## src/rtl/dmi_wb_pkg.sv

```systemverilog
// dmi_wb_pkg: shared encodings for the DMI-to-Wishbone bridge.
//   - DMI request op codes and DMI response status codes
//   - bridge FSM state type
//   - Debug Module register addresses shared with the DM Wishbone slave
package dmi_wb_pkg;

  localparam logic [1:0] DMI_OP_NOP   = 2'd0;
  localparam logic [1:0] DMI_OP_READ  = 2'd1;
  localparam logic [1:0] DMI_OP_WRITE = 2'd2;

  localparam logic [1:0] DMI_RESP_OK     = 2'd0;
  localparam logic [1:0] DMI_RESP_FAILED = 2'd2;

  typedef enum logic [1:0] {
    ST_IDLE    = 2'd0,
    ST_REQ     = 2'd1,
    ST_RELEASE = 2'd2,
    ST_RESP    = 2'd3
  } dmi_wb_state_e;

  localparam logic [6:0] DM_ADDR_DATA0     = 7'h04;
  localparam logic [6:0] DM_ADDR_DATA1     = 7'h05;
  localparam logic [6:0] DM_ADDR_DMCONTROL = 7'h10;
  localparam logic [6:0] DM_ADDR_COMMAND   = 7'h17;

endpackage

```

## src/rtl/dmi_wb_timeout.sv

```systemverilog
// dmi_wb_timeout: wait-cycle counter for the bridge's bus states.
//   clk_i      clock
//   rst_i      asynchronous active-low reset
//   clr_i      restart the count at zero on the next edge
//   en_i       count this cycle (bridge is in a waiting state)
//   expired_o  high during the LIMIT-th consecutive enabled cycle
// Only instantiated when DMI_WB_TIMEOUT_EN is defined.
import dmi_wb_pkg::*;

module dmi_wb_timeout #(
  parameter int unsigned LIMIT = 64
) (
  input  logic clk_i,
  input  logic rst_i,
  input  logic clr_i,
  input  logic en_i,
  output logic expired_o
);

  localparam int unsigned CW = $clog2(LIMIT + 1);

  logic [CW-1:0] cnt;

  always_ff @(posedge clk_i or negedge rst_i) begin
    if (!rst_i) begin
      cnt <= '0;
    end else if (clr_i) begin
      cnt <= '0;
    end else if (en_i) begin
      cnt <= cnt + 1'b1;
    end
  end

  // Flags the cycle in which the count is about to reach LIMIT, so the
  // waiting state lasts exactly LIMIT cycles.
  assign expired_o = en_i && (cnt == CW'(LIMIT - 1));

endmodule

```

## src/rtl/dmi_wishbone_master.sv

```systemverilog
// dmi_wishbone_master: turns DMI requests into single classic Wishbone
// cycles towards the Debug Module register slave.
//   clk_i, rst_i                 clock, asynchronous active-low reset
//   req_valid_i/req_ready_o      DMI request handshake
//   req_addr_i/_data_i/_op_i     DMI request fields (op: 0 nop 1 rd 2 wr)
//   resp_valid_o/resp_ready_i    DMI response handshake
//   resp_data_o/resp_op_o        read data / status (0 ok, 2 failed)
//   addr_o, we_o, data_o         Wishbone master address/control/data
//   cyc_o, stb_o                 Wishbone cycle and strobe
//   data_i, ack_i                Wishbone slave return
// Optional feature macro: DMI_WB_TIMEOUT_EN bounds the ack waits to
// TIMEOUT_CYCLES cycles; without it the bridge waits forever.
//
// state   | meaning
// --------+-----------------------------------------------------------
// IDLE    | ready for a DMI request
// REQ     | Wishbone cycle active, waiting for ack
// RELEASE | strobe dropped, waiting for the slave to lower ack
// RESP    | DMI response presented, waiting for resp_ready_i
import dmi_wb_pkg::*;

module dmi_wishbone_master #(
  parameter int unsigned ABITS          = 7,
  parameter int unsigned TIMEOUT_CYCLES = 64
) (
  input  logic             clk_i,
  input  logic             rst_i,
  input  logic             req_valid_i,
  output logic             req_ready_o,
  input  logic [ABITS-1:0] req_addr_i,
  input  logic [31:0]      req_data_i,
  input  logic [1:0]       req_op_i,
  output logic             resp_valid_o,
  input  logic             resp_ready_i,
  output logic [31:0]      resp_data_o,
  output logic [1:0]       resp_op_o,
  output logic [31:0]      addr_o,
  output logic             we_o,
  output logic [63:0]      data_o,
  output logic             cyc_o,
  output logic             stb_o,
  input  logic [63:0]      data_i,
  input  logic             ack_i
);

  dmi_wb_state_e state;
  logic          accept;
  logic          tmo_expired;

  assign accept = req_valid_i && req_ready_o;

  // The DM registers are 32 bits wide; the upper bus half carries nothing.
  logic unused_data_hi;
  assign unused_data_hi = ^data_i[63:32];

`ifdef DMI_WB_TIMEOUT_EN
  logic tmo_clr;
  logic tmo_en;

  assign tmo_en  = (state == ST_REQ) || (state == ST_RELEASE);
  // Restart on leaving REQ so RELEASE gets its own full budget.
  assign tmo_clr = !tmo_en || ((state == ST_REQ) && (ack_i || tmo_expired));

  dmi_wb_timeout #(
    .LIMIT (TIMEOUT_CYCLES)
  ) u_timeout (
    .clk_i     (clk_i),
    .rst_i     (rst_i),
    .clr_i     (tmo_clr),
    .en_i      (tmo_en),
    .expired_o (tmo_expired)
  );
`else
  assign tmo_expired = 1'b0;

  logic [31:0] unused_tmo;
  assign unused_tmo = TIMEOUT_CYCLES;
`endif

  always_ff @(posedge clk_i or negedge rst_i) begin
    if (!rst_i) begin
      state        <= ST_IDLE;
      req_ready_o  <= 1'b0;
      resp_valid_o <= 1'b0;
      resp_data_o  <= '0;
      resp_op_o    <= DMI_RESP_OK;
      addr_o       <= '0;
      we_o         <= 1'b0;
      data_o       <= '0;
      cyc_o        <= 1'b0;
      stb_o        <= 1'b0;
    end else begin
      case (state)
        ST_IDLE: begin
          req_ready_o <= 1'b1;
          if (accept) begin
            req_ready_o <= 1'b0;
            case (req_op_i)
              DMI_OP_READ, DMI_OP_WRITE: begin
                state  <= ST_REQ;
                cyc_o  <= 1'b1;
                stb_o  <= 1'b1;
                addr_o <= 32'(req_addr_i);
                we_o   <= (req_op_i == DMI_OP_WRITE);
                data_o <= (req_op_i == DMI_OP_WRITE) ? {32'h0, req_data_i} : 64'h0;
              end
              DMI_OP_NOP: begin
                state        <= ST_RESP;
                resp_valid_o <= 1'b1;
                resp_data_o  <= '0;
                resp_op_o    <= DMI_RESP_OK;
              end
              default: begin
                state        <= ST_RESP;
                resp_valid_o <= 1'b1;
                resp_data_o  <= '0;
                resp_op_o    <= DMI_RESP_FAILED;
              end
            endcase
          end
        end

        ST_REQ: begin
          if (ack_i || tmo_expired) begin
            // A real ack wins over an expiry in the same cycle.
            if (ack_i) begin
              resp_data_o <= we_o ? 32'h0 : data_i[31:0];
              resp_op_o   <= DMI_RESP_OK;
            end else begin
              resp_data_o <= '0;
              resp_op_o   <= DMI_RESP_FAILED;
            end
            state  <= ST_RELEASE;
            cyc_o  <= 1'b0;
            stb_o  <= 1'b0;
            we_o   <= 1'b0;
            addr_o <= '0;
            data_o <= '0;
          end
        end

        ST_RELEASE: begin
          // The DM slave holds ack until it sees the strobe drop.
          if (!ack_i || tmo_expired) begin
            state        <= ST_RESP;
            resp_valid_o <= 1'b1;
          end
        end

        ST_RESP: begin
          if (resp_ready_i) begin
            state        <= ST_IDLE;
            resp_valid_o <= 1'b0;
            req_ready_o  <= 1'b1;
          end
        end

        default: state <= ST_IDLE;
      endcase
    end
  end

endmodule

```

## config.mk

```make
export PLATFORM = sky130hd
export DESIGN_NAME = dmi_wishbone_master
export DESIGN_NICKNAME = d
export VERILOG_FILES = /design/src/rtl/dmi_wb_pkg.sv /design/src/rtl/dmi_wb_timeout.sv /design/src/rtl/dmi_wishbone_master.sv
export SDC_FILE = /design/constraint.sdc
export NUM_CORES = 1
export LEC_CHECK = 0
export ABC_AREA = 1
export BUFFER_PORTS_ARGS = -buffer_cell sky130_fd_sc_hd__buf_2
export CAP_MARGIN = 30
export CORE_ASPECT_RATIO = 0.5
export CORE_UTILIZATION = 35
export CTS_CLUSTER_SIZE = 20
export DETAILED_ROUTE_END_ITERATION = 8
export HOLD_SLACK_MARGIN = 0.12
export MAX_ROUTING_LAYER = met4
export PLACE_DENSITY = 0.68
export REMOVE_ABC_BUFFERS = 1
export SYNTH_ARGS = -nofsm -noshare
export SYNTH_HDL_FRONTEND = slang
export SYNTH_SLANG_ARGS = --single-unit
```

## constraint.sdc

```tcl
create_clock -name clk_i -period 3.7 [get_ports clk_i]
set_input_delay 0.185 -clock clk_i [delete_from_list [all_inputs] [get_ports clk_i]]
set_output_delay 0.185 -clock clk_i [all_outputs]
set_load 0.02 [all_outputs]
```

Word-level counts from Yosys, hierarchy flattened
Cells that the tools add are included.
{ "op_classes": {"n_reduce_logical": 12, "order_cmp": 0, "add_sub_neg": 0, "shift": 0, "bitwise": 0, "mux": 39, "eq_ne": 11, "multipliers": 0, "div_mod_pow": 0} }
{ "op_table": {"columns": ["cell", "n"], "rows": [
  ["$mux 32", 8],
  ["$mux 64", 3],
  ["$pmux 32 s2", 2],
  ["$pmux 64 s2", 1],
  ["$mux 2", 7],
  ["$reduce_and 4->1", 3],
  ["$mux 1", 11],
  ["$ne 2x2->1 const B", 5],
  ["$pmux 2 s2", 2],
  ["$pmux 2 s4", 1],
  ["$eq 2x2->1 const B", 3],
  ["$pmux 1 s2", 3],
  ["$reduce_and 5->1", 1],
  ["$eq 2x1->1 const B", 2],
  ["$logic_not 2->1", 2],
  ["$reduce_bool 2->1", 2],
  ["$pmux 1 s3", 1],
  ["$reduce_bool 3->1", 1],
  ["$ne 2x1->1 const B", 1],
  ["$reduce_and 2->1", 1],
  ["$reduce_or 2->1", 1],
  ["$logic_and 1x1->1", 1]
]} }
{ "word_totals": {"reg_bits": 136, "n_memories": 0, "mem_bits_rw": 0, "out_inout_bits": 135, "romBits": 0, "input_bits": 110, "elab_cells": 71, "latch_bits": 0} }

Logic depth before layout (Yosys ltp)
{ "logic_depth": {"word_depth": 5, "mapped_depth": 10, "depth_no_buf": 8} }

Worst setup path after synthesis
OpenSTA, ideal clock, no wires.
{ "synth_path": {"kind": "register to register", "start": "register state[1]", "end": "register resp_data_o[0]", "stages_incl_launch_ff": 9, "path_slack_ns": 2.151, "t_arrival_ns": 1.432, "required_time_ns": 3.583, "path_cell_list": "dfrtp_1 inv_1 ha_1 buf_2 o21ai_2 nand2_2 buf_2 nand2_1 nand2_1"} }
{ "synth_between": {"elab_chain_len": 3} }
{ "synth_rtl": {"columns": ["item", "line", "rtl"], "rows": [
  ["start, declared", "dmi_wishbone_master.sv:46", "dmi_wb_state_e state;"],
  ["start signal, assigned", "dmi_wishbone_master.sv:82", "state <= ST_IDLE;"],
  ["start signal, assigned", "dmi_wishbone_master.sv:100", "state <= ST_REQ;"],
  ["start signal, assigned", "dmi_wishbone_master.sv:108", "state <= ST_RESP;"],
  ["$eq 2x1->1 / $logic_not 2->1 (equally long branches)", "dmi_wishbone_master.sv:93", "case (state)"],
  ["$ne 2x2->1 (no source line) / $reduce_bool 2->1 (equally long branches)", null, null],
  ["$reduce_and 4->1 (no source line)", null, null],
  ["end signal, assigned", "dmi_wishbone_master.sv:127", "resp_data_o <= we_o ? 32'h0 : data_i[31:0];"],
  ["end, declared", "dmi_wishbone_master.sv:35", "output logic [31:0] resp_data_o,"]
]} }
Several ways; a longest one is shown, not always the timed one.
A chain may end at the register's enable or synchronous reset.

Worst setup path in the final report
{ "layout_path": {"start": "register state[1]", "end": "register data_o[25]"} }
{ "layout_between": {"elab_chain_len": 3} }
{ "layout_rtl": {"columns": ["item", "line", "rtl"], "rows": [
  ["$eq 2x1->1 / $logic_not 2->1 (equally long branches)", "dmi_wishbone_master.sv:93", null],
  ["$ne 2x2->1 (no source line), or another cell as far along", null, null],
  ["$reduce_and 4->1 (no source line)", null, null],
  ["end signal, assigned", "dmi_wishbone_master.sv:105", "data_o <= (req_op_i == DMI_OP_WRITE) ? {32'h0, req_data_i} : 64'h0;"],
  ["end, declared", "dmi_wishbone_master.sv:39", "output logic [63:0] data_o,"]
]} }
Several ways; a longest one is shown, not always the timed one.

==> results.py <==
metrics = {
    "status": {
        "outcome": "complete, no violations",
    },
    "floorplanning": {
        "io_pins": 245,
        "die_h_um": 80.6,
        "coreArea_um2": 11900,
        "dieArea_um2": 12800,
        "fp-row-count": 28,
        "start_util": 0.363,
        "die_w_um": 159,
    },
    "placed_design": {
        "port_buffers": 154,
        "place_ws_ps": 1010,
        "place_inst": 879,
        "place_area_um2": 5030,
        "dpl.hpwl_mm": 6.77,
        "gp_congestion": 0.778,
    },
    "synth": {
        "synth_area_leaders": "dfrtp_1, nand2_1, buf_4, nand3_1, nor2_1",
        "synthTopCellsByCount": "nand2_1, dfrtp_1, nor2_1",
        "synth_edf_count": 0,
        "ys_seq_area_frac": 0.452,
        "synth_top_cell_by_area": "dfrtp_1",
        "yosysUniqueCellTypes": 19,
        "avgSynthCellArea_um2": 7.38,
        "synthArstFlopShare": 1.00,
        "yosysMostFrequentCell": "nand2_1",
        "synthesis.instances": 586,
        "ys.warnings.count": 0,
        "yosysTopAreaCellShare": 0.452,
        "synthFlopType": "dfrtp_1",
        "synth.ff_latch_count": 78,
        "syn_area_um2": 4320,
    },
    "drt": {
        "routed_via_density": 4.28,
        "wire_per_inst_um": 11.4,
        "drc": 0,
        "route.antenna.remaining_nets": 0,
        "first_pass_iters": 4,
        "first_iter_violations": 248,
        "totalWireLength_mm": 10.2,
        "dr_total_vias": 3836,
    },
    "global_route": {
        "grt_max_degree": 67,
        "grt_pass1_wl_mm": 16.6,
        "grt_pass1_vias": 3492,
        "antenna_found_initial": 0,
        "grt_usage": 0.166,
        "grt-ovfl-total": 0,
    },
    "sta": {
        "rsz0062_at_grt": "false",
        "setup_viol": 0,
        "hold_violations": 0,
        "fin_hold_ws_ps": 173,
        "slew_viol_final": 0,
        "fmax_ghz": 0.370,
        "clock_skew_ps": 6.04,
        "period_share": 0.730,
        "setup_tns_ps": 0,
        "worst_slew_pin_slew_ps": 820,
        "maxSlewHeadroom": 0.451,
        "layout_min_cycle_time_ps": 2700,
        "post-route-worst-setup-slack_ps": 1000,
    },
    "clock_tree": {
        "numCtsBuffers": 9,
        "cts_tree": "built",
        "clockBufferDepth": 2,
        "cts_root_buf": "clkbuf_16",
        "cts_max_level": 3,
        "worst_skew_pair.late_latency_ps": 330,
        "clock_sinks": 78,
        "clk_pin_slew_ps": 60,
    },
    "setup_path": {
        "cp_num_buf_inv": 3,
        "crit_type": "flop to flop",
        "cp-end-kind": "flop",
        "critPathTopFamily": "simple AND/OR/NAND/NOR gates",
        "cp-start-kind": "flop",
        "crit_chain": "inv_1, ha_1, inv_2, o21ai_4, buf_4, nand2_2, nand2_1, nand2_1",
        "cp.arrival_ps": 2910,
        "cp_common_cell": "nand2_1",
        "cp_slowest_cell": "nand2_2",
        "cp_data_required_time_ps": 3910,
        "path_max_fanout": 42,
        "cpPeakStageDelay_ps": 600,
    },
    "power": {
        "p_int_uw": 2410,
        "p_sw_frac": 0.456,
        "p_clk_frac": 0.232,
        "p_seq_frac": 0.292,
        "p_leak_uw": 0.00339,
        "p_switching_uw": 2020,
        "power_frac_comb": 0.476,
        "ir_worst_vdd_uv": 281,
        "p_per_area_nw_per_um2": 821,
    },
    "final_layout": {
        "diodes": 0,
        "area_growth_syn_to_layout_pct": 24.8,
        "fin_area_um2": 5390,
        "drive_gt1_frac": 0.253,
        "final.fill_count": 1234,
        "fin_cells": 896,
        "finalNetCount": 844,
    },
    "hold_path": {
        "min_path_type": "primary input to flop",
    },
    "flow_run": {
        "maxCapViolCount": 0,
    },
}
## final timing paths
check / from / end / slack, ps / depth (start not counted)
max: state[1] / data_o[25] / 1000 / 8
max reg2reg: state[1] / data_o[25] / 1000 / 8
min in group asynchronous: rst_i / data_o[0] / 250 / 2
max in group asynchronous: rst_i / we_o / 2870 / 3
min: data_i[21] / resp_data_o[21] / 170 / 5
min reg2reg: resp_data_o[8] / resp_data_o[8] / 460 / 2
## layout make-up
type / instances / area, µm² / share of cell area
multi-input combinational: 428 / 1820 / 0.338
tap: 165 / 206 / 0.0383
timing repair buffer: 163 / 891 / 0.165
inverter: 46 / 173 / 0.0320
sequential: 78 / 1950 / 0.362
clock buffer: 11 / 243 / 0.0450
clock inverter: 5 / 106 / 0.0197
## through the flow
| stage | utilization | power [µW] |
|---|---|---|
| 2_1_floorplan | - | 2640 |
| 3_3_place_gp | 0.417 | 3370 |
| 3_5_place_dp | 0.423 | 3440 |
| 4_1_cts | 0.453 | 4490 |
| 5_1_grt | 0.453 | 4760 |
| 6_report | 0.453 | 4430 |
## what timing repair did
action	CTS	global route
setup buffers	0	0
endpoints found under the hold margin	78	0
hold buffers	1	0
gates resized for setup	0	0
## flip-flops by register name, summed over array words and instances (netlist names)
| signal | flops |
|---|---|
| state | 2 |
| stb_o | 1 |
| resp_valid_o | 1 |
| resp_data_o | 32 |
| req_ready_o | 1 |
| addr_o | 7 |
| resp_op_o | 1 |
| data_o | 32 |
| we_o | 1 |
## worst min-delay path, cell delays in order
cell and delay (ps):
buf_2 90, inv_1 40, nor2_1 30, nand3_1 60, nand2_1 50
## metal layers
metal	global-route usage	share of wire	up-vias
met5	-	0	-
met4	0.0490	0.010	0
met3	0.0387	0.052	13
met2	0.296	0.49	123
met1	0.190	0.44	1760
li1	-	-	1940
## cells by family (layout without fill, tap and decap cells)
group	Yosys count	in the layout	share of synthesized area
compound gates	6	6	0.00781
flops	78	78	0.452
buf+inv	137	225	0.179
fa+ha+maj	8	8	0.0232
other cells	1	58	0.000867
simple gates	356	356	0.338
## cell usage in the layout (no fill, tap or decap)
cell type / n
buf_2: 153
nand4_1: 1
o21ai_2: 1
nand3_1: 67
nand2_1: 209
clkbuf_16: 9
clkinv_4: 1
nand2_2: 2
a21oi_1: 2
clkbuf_8: 1
inv_1: 43
inv_2: 3
o21ai_4: 1
or2_2: 1
nand3b_1: 8
bufinv_16: 3
clkbuf_1: 1
dlygate4sd3_1: 1
o21ai_0: 2
buf_4: 6
clkinvlp_4: 1
buf_16: 2
nor2_1: 68
buf_8: 1
ha_1: 8
dfrtp_1: 78
conb_1: 58
## power by group through the flow
| stage | sequential, µW | combinational (µW) | clock (µW) |
|---|---|---|---|
| global route | 1330 | 2330 | 1090 |
| CTS | 1300 | 2140 | 1060 |
| finish | 1290 | 2110 | 1030 |
| global placement | 1300 | 2070 | 0 |
| floorplan | 1650 | 995 | 0 |
| detailed placement | 1310 | 2140 | 0 |
Power figures use the tool's default switching activity.
